File: src/rtl/turf_fragment_reassembler_pkg.sv
// Shared TURF fragment definitions: header bit positions, control word packing and FSM states.
// The fragment generator and the reassembler both import this package.
package turf_frag_pkg;

  localparam int HDR_W        = 16;
  localparam int HDR_ADDR_LSB = 0;
  localparam int HDR_ADDR_W   = 12;
  localparam int HDR_FIRST    = 12;
  localparam int HDR_LAST     = 13;

  localparam int CTRL_ADDR_W = 12;
  localparam int CTRL_LEN_W  = 20;
  localparam int CTRL_W      = CTRL_ADDR_W + CTRL_LEN_W;
  localparam int BEAT_W      = 10;

  localparam logic [CTRL_LEN_W-1:0] LEN_MAX = '1;

  typedef enum logic [1:0] {
    ST_IDLE    = 2'd0,
    ST_PAYLOAD = 2'd1,
    ST_DROP    = 2'd2,
    ST_CTRL    = 2'd3
  } state_t;

  function automatic logic [CTRL_W-1:0] pack_ctrl(input logic [CTRL_ADDR_W-1:0] addr,
                                                  input logic [CTRL_LEN_W-1:0]  len);
    return {addr, len};
  endfunction

  function automatic logic [3:0] keep_bytes(input logic [7:0] keep);
    logic [3:0] n;
    n = '0;
    for (int i = 0; i < 8; i++) n = n + {3'b000, keep[i]};
    return n;
  endfunction

endpackage

File: src/rtl/turf_fragment_reassembler_if.sv
// Stream bundle of the reassembler: header and payload in, event data and control word out.
// Every stream transfers on a cycle where tvalid and tready are both high at the rising clock edge.
interface turf_fragment_reassembler_if;

  logic [15:0] s_hdr_tdata;
  logic        s_hdr_tvalid;
  logic        s_hdr_tready;

  logic [63:0] s_payload_tdata;
  logic [7:0]  s_payload_tkeep;
  logic        s_payload_tlast;
  logic        s_payload_tvalid;
  logic        s_payload_tready;

  logic [63:0] m_data_tdata;
  logic [7:0]  m_data_tkeep;
  logic        m_data_tlast;
  logic        m_data_tvalid;
  logic        m_data_tready;

  logic [31:0] m_ctrl_tdata;
  logic        m_ctrl_tvalid;
  logic        m_ctrl_tready;

  modport slave (
    input  s_hdr_tdata, s_hdr_tvalid,
    output s_hdr_tready,
    input  s_payload_tdata, s_payload_tkeep, s_payload_tlast, s_payload_tvalid,
    output s_payload_tready,
    output m_data_tdata, m_data_tkeep, m_data_tlast, m_data_tvalid,
    input  m_data_tready,
    output m_ctrl_tdata, m_ctrl_tvalid,
    input  m_ctrl_tready
  );

  modport master (
    output s_hdr_tdata, s_hdr_tvalid,
    input  s_hdr_tready,
    output s_payload_tdata, s_payload_tkeep, s_payload_tlast, s_payload_tvalid,
    input  s_payload_tready,
    input  m_data_tdata, m_data_tkeep, m_data_tlast, m_data_tvalid,
    output m_data_tready,
    input  m_ctrl_tdata, m_ctrl_tvalid,
    output m_ctrl_tready
  );

endinterface

File: src/rtl/turf_fragment_reassembler_reg_slice.sv
// Full-throughput single-register stream slice: accepts a new word whenever empty or draining.
module turf_axis_reg_slice #(
  parameter int W = 8
) (
  input  logic         clk,
  input  logic         rst,
  input  logic [W-1:0] i_s_data,
  input  logic         i_s_valid,
  output logic         o_s_ready,
  output logic [W-1:0] o_m_data,
  output logic         o_m_valid,
  input  logic         i_m_ready
);

  logic         r_valid;
  logic [W-1:0] r_data;

  assign o_s_ready = !r_valid || i_m_ready;
  assign o_m_valid = r_valid;
  assign o_m_data  = r_data;

  always_ff @(posedge clk or posedge rst) begin
    if (rst) begin
      r_valid <= 1'b0;
      r_data  <= '0;
    end else if (i_s_valid && o_s_ready) begin
      r_valid <= 1'b1;
      r_data  <= i_s_data;
    end else if (i_m_ready) begin
      r_valid <= 1'b0;
    end
  end

endmodule

File: src/rtl/turf_fragment_reassembler.sv
// Rebuilds a TURF event from header-tagged payload fragments and emits the event bytes
// followed by one {addr, length} control word; sequence and length violations pulse err_o.
module turf_fragment_reassembler
  import turf_frag_pkg::*;
(
  input  logic                      aclk,
  input  logic                      areset,
  input  logic [BEAT_W-1:0]         nfragment_count_i,
  turf_fragment_reassembler_if.slave bus,
  output logic [1:0]                err_o,
  output logic [1:0]                dbg_state_o
);

  localparam int SLICE_W = 64 + 8 + 1;

  state_t                 r_state;
  state_t                 w_next;
  logic                   r_open;
  logic                   r_hdr_last;
  logic                   r_drop_to_ctrl;
  logic [CTRL_ADDR_W-1:0] r_addr;
  logic [CTRL_LEN_W-1:0]  r_len;
  logic [BEAT_W-1:0]      r_beat;
  logic [1:0]             r_err;

  logic                   w_hdr_first;
  logic                   w_hdr_last;
  logic [HDR_ADDR_W-1:0]  w_hdr_addr;
  logic                   w_hdr_ok;
  logic                   w_hdr_acc;
  logic                   w_slice_ready;
  logic                   w_fwd;
  logic                   w_beat_full;
  logic                   w_out_last;
  logic                   w_overflow;
  logic                   w_short;
  logic                   w_hdr_tready;
  logic                   w_pay_tready;
  logic                   w_ctrl_tvalid;
  logic [CTRL_LEN_W:0]    w_len_sum;
  logic [CTRL_LEN_W-1:0]  w_len_next;
  logic [SLICE_W-1:0]     w_slice_out;

  assign w_hdr_first = bus.s_hdr_tdata[HDR_FIRST];
  assign w_hdr_last  = bus.s_hdr_tdata[HDR_LAST];
  assign w_hdr_addr  = bus.s_hdr_tdata[HDR_ADDR_LSB +: HDR_ADDR_W];
  assign w_hdr_ok    = (w_hdr_first && !r_open) ||
                       (!w_hdr_first && r_open && (w_hdr_addr == r_addr));
  assign w_hdr_acc   = bus.s_hdr_tvalid && (r_state == ST_IDLE);

  assign w_fwd       = bus.s_payload_tvalid && (r_state == ST_PAYLOAD) && w_slice_ready;
  assign w_beat_full = (r_beat == nfragment_count_i);
  // A full-length fragment without tlast is cut here, so its last forwarded beat closes it.
  assign w_out_last  = r_hdr_last && (bus.s_payload_tlast || w_beat_full);
  assign w_overflow  = w_fwd && w_beat_full && !bus.s_payload_tlast;
  assign w_short     = w_fwd && bus.s_payload_tlast && !r_hdr_last && !w_beat_full;

  assign w_len_sum  = {1'b0, r_len} + {17'd0, keep_bytes(bus.s_payload_tkeep)};
  assign w_len_next = w_len_sum[CTRL_LEN_W] ? LEN_MAX : w_len_sum[CTRL_LEN_W-1:0];

  always_ff @(posedge aclk or posedge areset) begin
    if (areset) r_state <= ST_IDLE;
    else        r_state <= w_next;
  end

  always_comb begin
    w_next        = r_state;
    w_hdr_tready  = 1'b0;
    w_pay_tready  = 1'b0;
    w_ctrl_tvalid = 1'b0;
    case (r_state)
      ST_IDLE: begin
        w_hdr_tready = 1'b1;
        if (bus.s_hdr_tvalid) w_next = w_hdr_ok ? ST_PAYLOAD : ST_DROP;
      end
      ST_PAYLOAD: begin
        w_pay_tready = w_slice_ready;
        if (w_fwd) begin
          if (bus.s_payload_tlast) w_next = r_hdr_last ? ST_CTRL : ST_IDLE;
          else if (w_beat_full)    w_next = ST_DROP;
        end
      end
      ST_DROP: begin
        w_pay_tready = 1'b1;
        if (bus.s_payload_tvalid && bus.s_payload_tlast)
          w_next = r_drop_to_ctrl ? ST_CTRL : ST_IDLE;
      end
      ST_CTRL: begin
        w_ctrl_tvalid = 1'b1;
        if (bus.m_ctrl_tready) w_next = ST_IDLE;
      end
      default: w_next = ST_IDLE;
    endcase
  end

  always_ff @(posedge aclk or posedge areset) begin
    if (areset) begin
      r_open         <= 1'b0;
      r_hdr_last     <= 1'b0;
      r_drop_to_ctrl <= 1'b0;
      r_addr         <= '0;
      r_len          <= '0;
      r_beat         <= '0;
      r_err          <= '0;
    end else begin
      r_err <= {w_overflow || w_short, w_hdr_acc && !w_hdr_ok};
      if (w_hdr_acc) begin
        r_beat         <= '0;
        r_hdr_last     <= w_hdr_last;
        r_drop_to_ctrl <= 1'b0;
        if (w_hdr_first && !r_open) begin
          r_open <= 1'b1;
          r_addr <= w_hdr_addr;
          r_len  <= '0;
        end
      end
      if (w_fwd) begin
        r_len  <= w_len_next;
        r_beat <= r_beat + 1'b1;
        // Only a cut-short final fragment still owes its control word after the drop.
        if (w_overflow) r_drop_to_ctrl <= r_hdr_last;
      end
      if ((r_state == ST_CTRL) && bus.m_ctrl_tready) r_open <= 1'b0;
    end
  end

  turf_axis_reg_slice #(.W(SLICE_W)) u_data_slice (
    .clk       (aclk),
    .rst       (areset),
    .i_s_data  ({w_out_last, bus.s_payload_tkeep, bus.s_payload_tdata}),
    .i_s_valid (w_fwd),
    .o_s_ready (w_slice_ready),
    .o_m_data  (w_slice_out),
    .o_m_valid (bus.m_data_tvalid),
    .i_m_ready (bus.m_data_tready)
  );

  assign bus.m_data_tdata     = w_slice_out[63:0];
  assign bus.m_data_tkeep     = w_slice_out[71:64];
  assign bus.m_data_tlast     = w_slice_out[72];
  assign bus.s_hdr_tready     = w_hdr_tready;
  assign bus.s_payload_tready = w_pay_tready;
  assign bus.m_ctrl_tvalid    = w_ctrl_tvalid;
  assign bus.m_ctrl_tdata     = pack_ctrl(r_addr, r_len);
  assign err_o                = r_err;
  assign dbg_state_o          = r_state;

endmodule

File: src/flat_wrapper.sv
// flat-port wrapper written by rule: the top's interface ports become plain ports
module turf_fragment_reassembler_flat import turf_frag_pkg::*;
  (aclk, areset, nfragment_count_i, err_o, dbg_state_o, bus_s_hdr_tdata, bus_s_hdr_tvalid, bus_s_hdr_tready, bus_s_payload_tdata, bus_s_payload_tkeep, bus_s_payload_tlast, bus_s_payload_tvalid, bus_s_payload_tready, bus_m_data_tdata, bus_m_data_tkeep, bus_m_data_tlast, bus_m_data_tvalid, bus_m_data_tready, bus_m_ctrl_tdata, bus_m_ctrl_tvalid, bus_m_ctrl_tready);
  turf_fragment_reassembler_if bus_i ();
  input  logic aclk;
  input  logic areset;
  input  logic [BEAT_W-1:0] nfragment_count_i;
  output logic [1:0] err_o;
  output logic [1:0] dbg_state_o;
  input wire logic [$bits(bus_i.s_hdr_tdata)-1:0] bus_s_hdr_tdata;
  input wire logic [$bits(bus_i.s_hdr_tvalid)-1:0] bus_s_hdr_tvalid;
  output wire logic [$bits(bus_i.s_hdr_tready)-1:0] bus_s_hdr_tready;
  input wire logic [$bits(bus_i.s_payload_tdata)-1:0] bus_s_payload_tdata;
  input wire logic [$bits(bus_i.s_payload_tkeep)-1:0] bus_s_payload_tkeep;
  input wire logic [$bits(bus_i.s_payload_tlast)-1:0] bus_s_payload_tlast;
  input wire logic [$bits(bus_i.s_payload_tvalid)-1:0] bus_s_payload_tvalid;
  output wire logic [$bits(bus_i.s_payload_tready)-1:0] bus_s_payload_tready;
  output wire logic [$bits(bus_i.m_data_tdata)-1:0] bus_m_data_tdata;
  output wire logic [$bits(bus_i.m_data_tkeep)-1:0] bus_m_data_tkeep;
  output wire logic [$bits(bus_i.m_data_tlast)-1:0] bus_m_data_tlast;
  output wire logic [$bits(bus_i.m_data_tvalid)-1:0] bus_m_data_tvalid;
  input wire logic [$bits(bus_i.m_data_tready)-1:0] bus_m_data_tready;
  output wire logic [$bits(bus_i.m_ctrl_tdata)-1:0] bus_m_ctrl_tdata;
  output wire logic [$bits(bus_i.m_ctrl_tvalid)-1:0] bus_m_ctrl_tvalid;
  input wire logic [$bits(bus_i.m_ctrl_tready)-1:0] bus_m_ctrl_tready;
  assign bus_i.s_hdr_tdata = bus_s_hdr_tdata;
  assign bus_i.s_hdr_tvalid = bus_s_hdr_tvalid;
  assign bus_s_hdr_tready = bus_i.s_hdr_tready;
  assign bus_i.s_payload_tdata = bus_s_payload_tdata;
  assign bus_i.s_payload_tkeep = bus_s_payload_tkeep;
  assign bus_i.s_payload_tlast = bus_s_payload_tlast;
  assign bus_i.s_payload_tvalid = bus_s_payload_tvalid;
  assign bus_s_payload_tready = bus_i.s_payload_tready;
  assign bus_m_data_tdata = bus_i.m_data_tdata;
  assign bus_m_data_tkeep = bus_i.m_data_tkeep;
  assign bus_m_data_tlast = bus_i.m_data_tlast;
  assign bus_m_data_tvalid = bus_i.m_data_tvalid;
  assign bus_i.m_data_tready = bus_m_data_tready;
  assign bus_m_ctrl_tdata = bus_i.m_ctrl_tdata;
  assign bus_m_ctrl_tvalid = bus_i.m_ctrl_tvalid;
  assign bus_i.m_ctrl_tready = bus_m_ctrl_tready;
  turf_fragment_reassembler u_core (.aclk(aclk), .areset(areset), .nfragment_count_i(nfragment_count_i), .bus(bus_i), .err_o(err_o), .dbg_state_o(dbg_state_o));
endmodule
File: config.mk
export PLATFORM = sky130hd
export DESIGN_NAME = turf_fragment_reassembler_flat
export DESIGN_NICKNAME = d
export VERILOG_FILES = /design/src/rtl/turf_fragment_reassembler_pkg.sv /design/src/rtl/turf_fragment_reassembler_if.sv /design/src/rtl/turf_fragment_reassembler_reg_slice.sv /design/src/rtl/turf_fragment_reassembler.sv /design/src/flat_wrapper.sv
export SDC_FILE = /design/constraint.sdc
export NUM_CORES = 1
export LEC_CHECK = 0
export CAP_MARGIN = 10
export CORE_MARGIN = 2
export CORE_UTILIZATION = 40
export DETAILED_ROUTE_END_ITERATION = 12
export PLACE_DENSITY = 0.82
export REMOVE_ABC_BUFFERS = 1
export SKIP_LAST_GASP = 1
export SLEW_MARGIN = 40
export SYNTH_ARGS = -nofsm -noshare
export SYNTH_HDL_FRONTEND = slang
export SYNTH_SLANG_ARGS = --single-unit
File: constraint.sdc
create_clock -name aclk -period 4.25 [get_ports aclk]
set_input_delay 0.85 -clock aclk [delete_from_list [all_inputs] [get_ports aclk]]
set_output_delay 0.85 -clock aclk [all_outputs]
set_load 0.02 [all_outputs]
==> metrics.txt <==
# TYPE chip_impl_metric gauge
chip_impl_info{name="run_status",value="complete, no violations"} 1
chip_impl_metric{name="syn_area",unit="um^2"} 5770
chip_impl_metric{name="gr-usage-all-layers",unit="%"} 21.8
chip_impl_metric{name="netlist.area_leader.share",unit="%"} 53.4
chip_impl_metric{name="antenna_cells",unit=""} 0
chip_impl_metric{name="grt_max_degree",unit=""} 75
chip_impl_info{name="leading_area_contributor_after_synthesis",value="dfrtp_1"} 1
chip_impl_metric{name="setup_viol",unit=""} 0
chip_impl_metric{name="die_width",unit="um"} 124
chip_impl_metric{name="syn-instance-count",unit=""} 612
chip_impl_metric{name="design.die.area",unit="um^2"} 15400
chip_impl_metric{name="port_buffers",unit=""} 215
chip_impl_metric{name="synth_seq_area_share",unit="%"} 53.4
chip_impl_metric{name="detailed_place_hpwl",unit="um"} 11600
chip_impl_metric{name="drt-wirelength-per-cell",unit="um"} 15.8
chip_impl_metric{name="drt-initial-drc-count",unit=""} 291
chip_impl_info{name="end_kind",value="flip-flop"} 1
chip_impl_metric{name="row_count",unit=""} 43
chip_impl_metric{name="reg2regPathDepth",unit=""} 6
chip_impl_metric{name="final_min_period_over_clock_period",unit="%"} 98.0
chip_impl_metric{name="yosys.cell_types.count",unit=""} 49
chip_impl_metric{name="top_level_i_o_count",unit=""} 218
chip_impl_metric{name="synth-async-reset-ratio",unit="%"} 100
chip_impl_metric{name="clkSinkCount",unit=""} 123
chip_impl_metric{name="dr_total_vias",unit=""} 5183
chip_impl_info{name="top_post_synthesis_cells_by_count",value="224 x nand2_1, 123 x dfrtp_1, 21 x o21ai_0"} 1
chip_impl_info{name="critPathKind",value="primary input to flip-flop"} 1
chip_impl_metric{name="grt_pass1_vias",unit=""} 5224
chip_impl_metric{name="postSynthRegisterBits",unit=""} 123
chip_impl_metric{name="grt_pass1_wl",unit="um"} 25600
chip_impl_metric{name="maxSlewHeadroom",unit="%"} 51.7
chip_impl_metric{name="die_height",unit="um"} 124
chip_impl_metric{name="finalWorstPathRequiredPeriod",unit="ns"} 4.17
chip_impl_metric{name="worstPathMaxFanout",unit=""} 4
chip_impl_info{name="worst_setup_path_start_kind",value="primary input"} 1
chip_impl_metric{name="fin_util",unit="%"} 63.6
chip_impl_metric{name="clock_path_buffers",unit=""} 2
chip_impl_metric{name="post_synth.cell_area_avg",unit="um^2"} 9.42
chip_impl_info{name="cts.root.buffer_cell",value="clkbuf_16"} 1
chip_impl_info{name="most_frequently_used_cell_type_in_the_post_synthesis_netlist",value="nand2_1"} 1
chip_impl_metric{name="irDropWorstVdd",unit="mV"} 0.395
chip_impl_metric{name="critPathArrivalTime",unit="ns"} 4.47
chip_impl_metric{name="layout.filler_cells",unit=""} 1143
chip_impl_metric{name="clkSlewWorstSetupHoldPaths",unit="ns"} 0.05
chip_impl_metric{name="syn_to_final_growth",unit="%"} 54.3
chip_impl_metric{name="overflow_after_grt",unit=""} 0
chip_impl_metric{name="max_cap_violations",unit=""} 0
chip_impl_info{name="timing.hold.worst.start",value="u_core.u_data_slice.o_m_data[28]$_DFFE_PP0P_"} 1
chip_impl_metric{name="hold_viol_final",unit=""} 0
chip_impl_metric{name="initial_antenna_violation_count",unit=""} 0
chip_impl_metric{name="power.density_cell_area",unit="nW/um^2"} 617
chip_impl_metric{name="cts_buffers",unit=""} 17
chip_impl_metric{name="seqCellArea",unit="um^2"} 3080
chip_impl_metric{name="htreeDepth",unit=""} 4
chip_impl_info{name="synth_flop_cell",value="dfrtp_1"} 1
chip_impl_metric{name="multi_input_area",unit="um^2"} 2610
chip_impl_metric{name="fp.coreArea",unit="um^2"} 14000
chip_impl_metric{name="number_of_search_and_repair_iterations_in_the_first_detailed_routing_pass",unit=""} 4
chip_impl_info{name="regToRegStartpoint",value="u_core.dbg_state_o[1]$_DFFE_PP0P_"} 1
chip_impl_metric{name="max_slew.worst_pin.slew",unit="ns"} 0.725
chip_impl_metric{name="final_layout_size_suffix_gt1_share",unit="%"} 11.3
chip_impl_info{name="critPathLaunch",value="bus_s_payload_tkeep[0]"} 1
chip_impl_info{name="tritoncts_clock_tree",value="built"} 1
chip_impl_metric{name="leakage",unit="nW"} 4.09
chip_impl_metric{name="floorplan.initialDensity",unit="%"} 41.2
chip_impl_metric{name="maximum_clock_rate",unit="MHz"} 240
chip_impl_metric{name="drtAntennaViolNets",unit=""} 0
chip_impl_info{name="ys_top_cells_by_area",value="dfrtp_1 53%, nand2_1 15%, ha_1 2.6%, mux2_2 2.5%, xnor2_1 2.3%"} 1
chip_impl_metric{name="detail_route.wirelength",unit="um"} 16300
chip_impl_metric{name="min_delay_path_depth",unit=""} 2
chip_impl_metric{name="finish.net_count",unit=""} 964
chip_impl_metric{name="fin_skew",unit="ns"} 0.00863
chip_impl_metric{name="synth_enable_flop_cells",unit=""} 0
chip_impl_info{name="hp-class",value="flip-flop to flip-flop"} 1
chip_impl_metric{name="maxSlewViolCount",unit=""} 0
chip_impl_metric{name="required_time_at_the_endpoint_of_the_critical_path",unit="ns"} 4.56
chip_impl_metric{name="final_cell_count_without_fillers",unit=""} 1032
chip_impl_metric{name="yosysWarnings",unit=""} 0
chip_impl_metric{name="drcViolationCount",unit=""} 0
chip_impl_metric{name="clk-insertion-delay-late",unit="ns"} 0.41
chip_impl_metric{name="post-place-cells",unit=""} 1000
chip_impl_metric{name="via_per_inst",unit=""} 5.02
chip_impl_metric{name="gp_congestion",unit=""} 0.873
==> worst paths after layout <==
path,endpoint,slack (ns)
hold reg to reg,u_core.u_data_slice.o_m_data[28]$_DFFE_PP0P_,0.47
setup / recovery,u_core.r_len[10]$_DFFE_PP0P_,0.08
setup reg to reg,u_core.r_len[19]$_DFFE_PP0P_,1.83
hold / removal,u_core.u_data_slice.o_m_data[28]$_DFFE_PP0P_,0.47
min in group asynchronous,u_core.u_data_slice.o_m_data[25]$_DFFE_PP0P_,0.92
max in group asynchronous,u_core.r_len[15]$_DFFE_PP0P_,2.48
==> flip-flops by register name, summed over array words and instances (netlist names) <==
| signal | flops |
|---|---|
| u_core.u_data_slice.o_m_data | 73 |
| u_core.r_len | 20 |
| u_core.r_addr | 12 |
| u_core.r_beat | 10 |
| u_core.dbg_state_o | 2 |
| u_core.err_o | 2 |
| u_core.r_drop_to_ctrl | 1 |
| u_core.r_hdr_last | 1 |
| u_core.r_open | 1 |
| u_core.u_data_slice.o_m_valid | 1 |
==> area by class of cell <==
| cell class | count | share of cell area, % |
|---|---|---|
| tap | 180 | 2.53 |
| clock buffer | 22 | 5.44 |
| timing repair buffer | 238 | 26.3 |
| sequential | 123 | 34.6 |
| clock inverter | 7 | 1.03 |
| multi-input combinational | 443 | 29.3 |
| inverter | 19 | 0.858 |
==> metrics by stage <==
step                      total power, mW  hold WS (ns)  setup WS (ns)  setup TNS [ns]  instance area [um^2]
after global routing                 5.80         0.485       -0.00294        -0.00294                  8900
after CTS                            5.53         0.475       0.000441               0                  8860
after global placement               3.99         0.456         -0.820          -14.98                  8210
after detailed placement             4.05         0.461         -0.931          -16.96                  8210
final                                5.49         0.469         0.0844               0                  8900
after floorplan                      2.90         0.462         -0.359           -4.27                  5650
==> per-layer routing <==
layer / share of wire [%] / global-route usage (%) / vias to the layer above
met1: 40 / 25.3 / 2479
met5: 0 / 0 / -
met3: 9.0 / 8.56 / 27
met2: 49 / 36.2 / 187
li1: - / - / 2490
met4: 2.2 / 8.85 / 0
==> critical path, stage by stage <==
cell and delay, ns:
buf_2 0.12, ha_4 0.26, inv_2 0.03, fa_1 0.49
fa_1 0.44, fa_2 0.37, fa_2 0.46, fa_2 0.42
nor2b_4 0.15, o21ai_4 0.09, a211oi_4 0.29, buf_6 0.16
nor2b_4 0.05, a311oi_2 0.30
==> layout by cell type (no fill, tap or decap), types with 3 or more instances in the layout <==
cell type,n
a21oi_1,18
nor4_1,3
a211oi_1,6
fa_2,3
clkbuf_16,17
clkdlybuf4s50_1,211
nand2b_1,3
xor2_1,11
o21ai_0,20
and3_1,4
buf_4,20
o31ai_1,3
nor2_1,14
nor2b_1,7
inv_2,3
dfrtp_1,123
nand3_1,12
clkinv_2,3
a31oi_1,12
inv_1,15
a311oi_1,3
ha_1,11
nor3_1,9
clkbuf_8,4
mux2i_1,4
mux2_2,13
nand2_1,224
nand4_1,5
buf_6,3
xnor2_1,14
==> where the power goes <==
group / leakage (nW) / internal, mW / switching (mW)
logic: 2.20 / 1.12 / 1.16
clock network: 0.284 / 0.912 / 0.502
registers: 1.61 / 1.55 / 0.250
total: 4.09 / 3.58 / 1.91
==> logic make-up after synthesis <==
family                   count (synthesis)  synth area share, %
AO/OA/AOI/OAI                           82                 9.33
XOR/XNOR                                26                 3.95
adder cells (fa/ha/maj)                 17                 4.34
buffers and inverters                   46                 3.26
flip-flops                             123                 53.4
multiplexers                            18                 3.43
AND/OR/NAND/NOR                        300                 22.3
==> repair_timing <==
item | CTS | global route
pin swaps | 12 | 11
hold buffers | 0 | 0
resized for setup | 28 | 8
setup endpoints to repair | 20 | 17
setup buffers | 4 | 0
No activity file was read; power rests on OpenSTA's default activity.
